**src/rtl/cache_stream_reader.sv**
```systemverilog
// cache_stream_reader
//   Read-side controller for the dual-port cache RAM. An accepted start
//   issues sequential reads on the RAM read port (one-cycle registered
//   latency) and returns the words as a valid/ready stream through a
//   2-entry skid FIFO, sustaining one word per cycle without stalls.
//
// Optional feature: define CACHE_STREAM_READER_STALL_CNT_EN to add the
//   stall_cycles output (saturating count of m_valid & ~m_ready cycles).
//
// Ports:
//   clk, rst            clock, synchronous active-high reset
//   start               command strobe, honoured only while busy=0
//   base_addr, length   transfer first address and word count (0..2**ADDR_WIDTH)
//   busy, done          transfer in progress / one-cycle end pulse
//   addrb, doutb        RAM read address (registered) / read data
//   m_valid, m_ready    output stream handshake
//   m_data, m_last      stream word (FIFO head) / final word marker
//   stall_cycles        (optional) back-pressure cycle counter
module cache_stream_reader #(
  parameter int unsigned DATA_WIDTH = 32,
  parameter int unsigned ADDR_WIDTH = 10
) (
  input  logic                  clk,
  input  logic                  rst,
  input  logic                  start,
  input  logic [ADDR_WIDTH-1:0] base_addr,
  input  logic [ADDR_WIDTH:0]   length,
  output logic                  busy,
  output logic                  done,
  output logic [ADDR_WIDTH-1:0] addrb,
  input  logic [DATA_WIDTH-1:0] doutb,
  output logic                  m_valid,
  input  logic                  m_ready,
  output logic [DATA_WIDTH-1:0] m_data,
  output logic                  m_last
`ifdef CACHE_STREAM_READER_STALL_CNT_EN
  ,
  output logic [15:0]           stall_cycles
`endif
);

  localparam int unsigned LEN_W = ADDR_WIDTH + 1;

  typedef enum logic [1:0] {
    S_IDLE  = 2'd0,
    S_RUN   = 2'd1,
    S_DRAIN = 2'd2,
    S_FIN   = 2'd3
  } state_t;

  state_t state;
  state_t state_nxt;

  logic [LEN_W-1:0]      len_q;
  logic [LEN_W-1:0]      issued;
  logic [LEN_W-1:0]      beat;
  logic                  inflight;
  logic [DATA_WIDTH-1:0] fifo_mem [2];
  logic                  wr_ptr;
  logic                  rd_ptr;
  logic [1:0]            fifo_count;

  logic accept;
  logic issue;
  logic credit_ok;
  logic last_issue;
  logic push;
  logic pop;

  assign accept     = start & ~busy;
  assign push       = inflight;
  assign pop        = m_valid & m_ready;
  assign m_valid    = (fifo_count != 2'd0);
  assign m_data     = fifo_mem[rd_ptr];
  assign m_last     = m_valid & (beat == len_q - LEN_W'(1));
  assign last_issue = (issued + LEN_W'(1) == len_q);
  // Reads already in the FIFO or in flight, less the one leaving now, must stay below the depth.
  assign credit_ok  = ({1'b0, fifo_count} + {2'b00, inflight}) < (3'd2 + {2'b00, pop});

  // State register
  always_ff @(posedge clk) begin
    if (rst) state <= S_IDLE;
    else     state <= state_nxt;
  end

  // Next-state logic; FIN behaves like IDLE so a start in the done cycle is taken
  always_comb begin
    state_nxt = state;
    case (state)
      S_IDLE, S_FIN: begin
        if (accept) state_nxt = (length == '0) ? S_FIN : S_RUN;
        else        state_nxt = S_IDLE;
      end
      S_RUN:   if (issue && last_issue) state_nxt = S_DRAIN;
      S_DRAIN: if (pop && m_last)       state_nxt = S_FIN;
      default: state_nxt = S_IDLE;
    endcase
  end

  // State-decoded outputs and read issue
  always_comb begin
    busy  = 1'b0;
    done  = 1'b0;
    issue = 1'b0;
    case (state)
      S_RUN: begin
        busy  = 1'b1;
        issue = (issued != len_q) && credit_ok;
      end
      S_DRAIN: busy = 1'b1;
      S_FIN:   done = 1'b1;
      default: ;
    endcase
  end

  // Address/counter datapath and skid FIFO
  always_ff @(posedge clk) begin
    if (rst) begin
      addrb      <= '0;
      len_q      <= '0;
      issued     <= '0;
      beat       <= '0;
      inflight   <= 1'b0;
      wr_ptr     <= 1'b0;
      rd_ptr     <= 1'b0;
      fifo_count <= 2'd0;
      for (int i = 0; i < 2; i++) fifo_mem[i] <= '0;
    end else begin
      inflight <= issue;

      if (accept) begin
        addrb  <= base_addr;
        len_q  <= length;
        issued <= '0;
      end else if (issue) begin
        addrb  <= addrb + ADDR_WIDTH'(1);
        issued <= issued + LEN_W'(1);
      end

      if (push) begin
        fifo_mem[wr_ptr] <= doutb;
        wr_ptr           <= ~wr_ptr;
      end

      if (pop) rd_ptr <= ~rd_ptr;

      if (accept)   beat <= '0;
      else if (pop) beat <= beat + LEN_W'(1);

      case ({push, pop})
        2'b10:   fifo_count <= fifo_count + 2'd1;
        2'b01:   fifo_count <= fifo_count - 2'd1;
        default: fifo_count <= fifo_count;
      endcase
    end
  end

`ifdef CACHE_STREAM_READER_STALL_CNT_EN
  // Saturating back-pressure counter, cleared per transfer
  always_ff @(posedge clk) begin
    if (rst || accept)
      stall_cycles <= 16'h0000;
    else if (m_valid && !m_ready && stall_cycles != 16'hFFFF)
      stall_cycles <= stall_cycles + 16'h0001;
  end
`endif

endmodule

```
**config.mk**
```make
export PLATFORM = sky130hd
export DESIGN_NAME = cache_stream_reader
export DESIGN_NICKNAME = d
export VERILOG_FILES = /design/src/rtl/cache_stream_reader.sv
export SDC_FILE = /design/constraint.sdc
export NUM_CORES = 1
export LEC_CHECK = 0
export ABC_AREA = 1
export CAP_MARGIN = 40
export CELL_PAD_IN_SITES_DETAIL_PLACEMENT = 1
export CELL_PAD_IN_SITES_GLOBAL_PLACEMENT = 1
export CORE_UTILIZATION = 40
export CTS_BUF_LIST = sky130_fd_sc_hd__clkbuf_8
export DETAILED_ROUTE_END_ITERATION = 10
export PLACE_DENSITY = 0.85
export SYNTH_ARGS = -nofsm -noshare
export SYNTH_HDL_FRONTEND = slang
export SYNTH_SLANG_ARGS = --single-unit
```
**constraint.sdc**
```tcl
create_clock -name clk -period 6.8 [get_ports clk]
set_clock_uncertainty 0.1 [all_clocks]
set_input_delay 1.02 -clock clk [delete_from_list [all_inputs] [get_ports clk]]
set_output_delay 1.02 -clock clk [all_outputs]
set_load 0.01 [all_outputs]
```
==> summary.md <==
| Metric | Value |
|---|---|
| Run status | `finished clean` |
| Final hold slack | `389 ps` |
| Unique masters post-synth | `48` |
| Clock buffer count from CTS | `17` |
| First drt pass iteration count | `4` |
| Slew Viols, Final | `0` |
| Area leader, netlist | `edfxtp_1` |
| Dpl hpwl | `12,500 um` |
| Critical Path Start Type | `register` |
| Crit path DAT | `2670 ps` |
| # clock sinks | `115` |
| GRT Total Usage | `24.6%` |
| Met3 GRT Util | `5.81%` |
| Area contributors post-synth | `edfxtp_1 33%, dfxtp_1 17%, nor2_1 8.2%` |
| Core area | `14,100 um^2` |
| Initial Utilization | `41.7%` |
| Busiest grt layer | `met2` |
| Worst-Margin Slew | `864 ps` |
| Clock slew at reported path FFs | `70 ps` |
| Layout area overhead | `27.0%` |
| Crit end category | `primary output` |
| Vias per cell | `5.19` |
| Met2 usage | `43.6%` |
| N_diodes | `0` |
| Fin crit period | `3790 ps` |
| Primary FF master, synth | `edfxtp_1` |
| Root Driver | `clkbuf_8` |
| Drc violations | `0` |
| Rel. slew slack | `42.2%` |
| Share of cells above drive strength 1 | `11.5%` |
| Worst hold path class | `register to register` |
| FMAX | `264 MHz` |
| Num ports | `103` |
| Clock Tree Buf Depth | `2` |
| First-pass GRT wire length | `27,800 um` |
| Worst vdd ir | `0.208 mV` |
| Synth Net Count | `739` |
| Crit path from | `len_q[0]$_SDFFE_PP0P_` |
| Critical Path RT | `5680 ps` |
| DP Cell Count | `937` |
| CTS H-Tree Depth | `4` |
| # setup viols final | `0` |
| Final WS setup | `3010 ps` |
| Non-Filler Instances | `969` |
| Async set-reset flop share out of synthesis | `0%` |
| Setup repair bufs after CTS | `0` |
| Row count | `43` |
| Unrepaired setup endpoints after global routing | `no` |
| CP max FO | `5` |
| Post-Synthesis Cells | `672` |
| Pin count of the biggest net entering global routing | `34` |
| Post-Route WL | `17,600 um` |
| Setup TNS Final | `0 ps` |
| 1st-iter DRT viols | `278` |
| Final hold violation count | `0` |
| Register area share after synthesis | `50.0%` |
| Port Buffers | `102` |
| Syn_area_per_cell | `8.75 um^2` |
| Total Die Area | `15,200 um^2` |
| Filler instances | `1,650` |
| Synth top area share | `32.7%` |
| GR Util met1 | `28.3%` |
| Grt total ovfl | `0` |
| Post-synth top cells | `128 x nor2_1, 102 x nand2_1, 84 x inv_1, 64 x edfxtp_1, 51 x dfxtp_1` |
| Critical hold path startpoint | `rd_ptr$_SDFFE_PP0P_` |
| Antenna violation net count after detailed routing | `0` |
| Post-synth EDFFs | `64` |
| Final worst-path cycle share | `55.8%` |
| Final Net Count | `843` |
| Crit Path Class | `register to primary output` |
| WL/cell | `18.2 um` |
| Chip width | `123 um` |
| DP Worst Slack | `2940 ps` |
| Post_cts resized | `0` |
| Yosys warns | `0` |
| RD Place Congestion | `0.882` |
| MaxCap Viol Count | `0` |
| Syn Std Cell Area | `5880 um^2` |
| Die span in y | `123 um` |
| FF-to-FF Start | `state[0]$_SDFFE_PP0P_` |
| Leak | `3.07 nW` |
| Yosys reg bits | `115` |
| Vias | `5,032` |
| Initial antenna violation count | `0` |
| Most common cell in the netlist | `nor2_1` |
| Worst-Skew Late Latency | `440 ps` |
| Hold-fix buffers, CTS | `0` |
| Clock tree from TritonCTS | `yes` |
| Pwr dens | `346 nW/um^2` |
| Number of global-route vias before repair | `5,407` |
per-layer routing:
metal	part of all wire [%]	vias to the layer above
met2	52	131
met5	0	-
met1	41	2462
met4	2.8	0
met3	4.0	36
li1	-	2403
state kept, by name, indices dropped and copies added, names as in the netlist, named ones only:
name        flops
fifo_count      2
state           2
fifo_mem       64
wr_ptr          1
beat           11
inflight        1
addrb          10
len_q          11
issued         11
rd_ptr          1
placed cells by master (no fill, tap or decap), drive strengths merged:
master and count:
nand4 6, o211ai 2, ha 10, a31oi 2, o21ai 37, nand3 27
xnor2 9, nand2 106, a221oi 1, nand3b 1, nor3 9, clkinvlp 2
and2 1, a211oi 4, edfxtp 64, clkbuf 17, nor3b 3, inv 91
dfxtp 51, clkdlybuf4s50 102, nor4 5, buf 6, a21oi 34, and3 1
bufinv 2, a41oi 1, mux2 32, xor2 22, a31o 1, clkinv 5
or2 4, nor2 131
cells by family after synthesis:
logic type	count (synthesis)	synth area share, %
compound gates	82	7.89
xor+xnor	31	4.62
fa+ha+maj	10	2.13
buf+inv	108	7.19
flops	115	50.0
mux	32	6.13
simple gates	294	22.0
critical path, stage by stage (launching register included):
cell and delay, ps:
dfxtp_1 350, inv_1 150, ha_1 260, nand2_1 160, nor2_1 230, nand3_1 110, nand2_1 90, nand2_1 60
nor2_1 120, and3_1 180, clkdlybuf4s50_1 540
path summary, 6_finish.rpt:
check             cells after the start                 endpoint  slack, ps
setup / recovery                     10                   m_last       3010
hold / removal                        1      rd_ptr$_SDFFE_PP0P_        390
setup reg to reg                      8  issued[10]$_SDFFE_PP0P_       3640
hold reg to reg                       1      rd_ptr$_SDFFE_PP0P_        390
layout make-up:
cell class              instances  area [um^2]  area share, %
clock buffers                  17          234           3.13
clock inverters                15          156           2.09
inverters                      85          319           4.27
multi-input cells             449         2520           33.7
flip-flops and latches        115         2940           39.4
well taps                     180          225           3.02
repair buffers                108         1070           14.4
where the power goes:
group	internal (W)	switching, W
registers	0.000839	0.000116
logic	0.000428	0.000564
clock network	0.000329	0.000311
total	0.00160	0.000991
stage by stage:
stage	area [um^2]	util (%)	power, W
global placement	7060	50.1	0.00189
floorplan	5880	-	0.00157
global route	7470	53.0	0.00274
CTS	7470	53.0	0.00260
detailed placement	7080	50.2	0.00195
finish	7470	53.0	0.00259
Power figures use the tool's default switching activity.
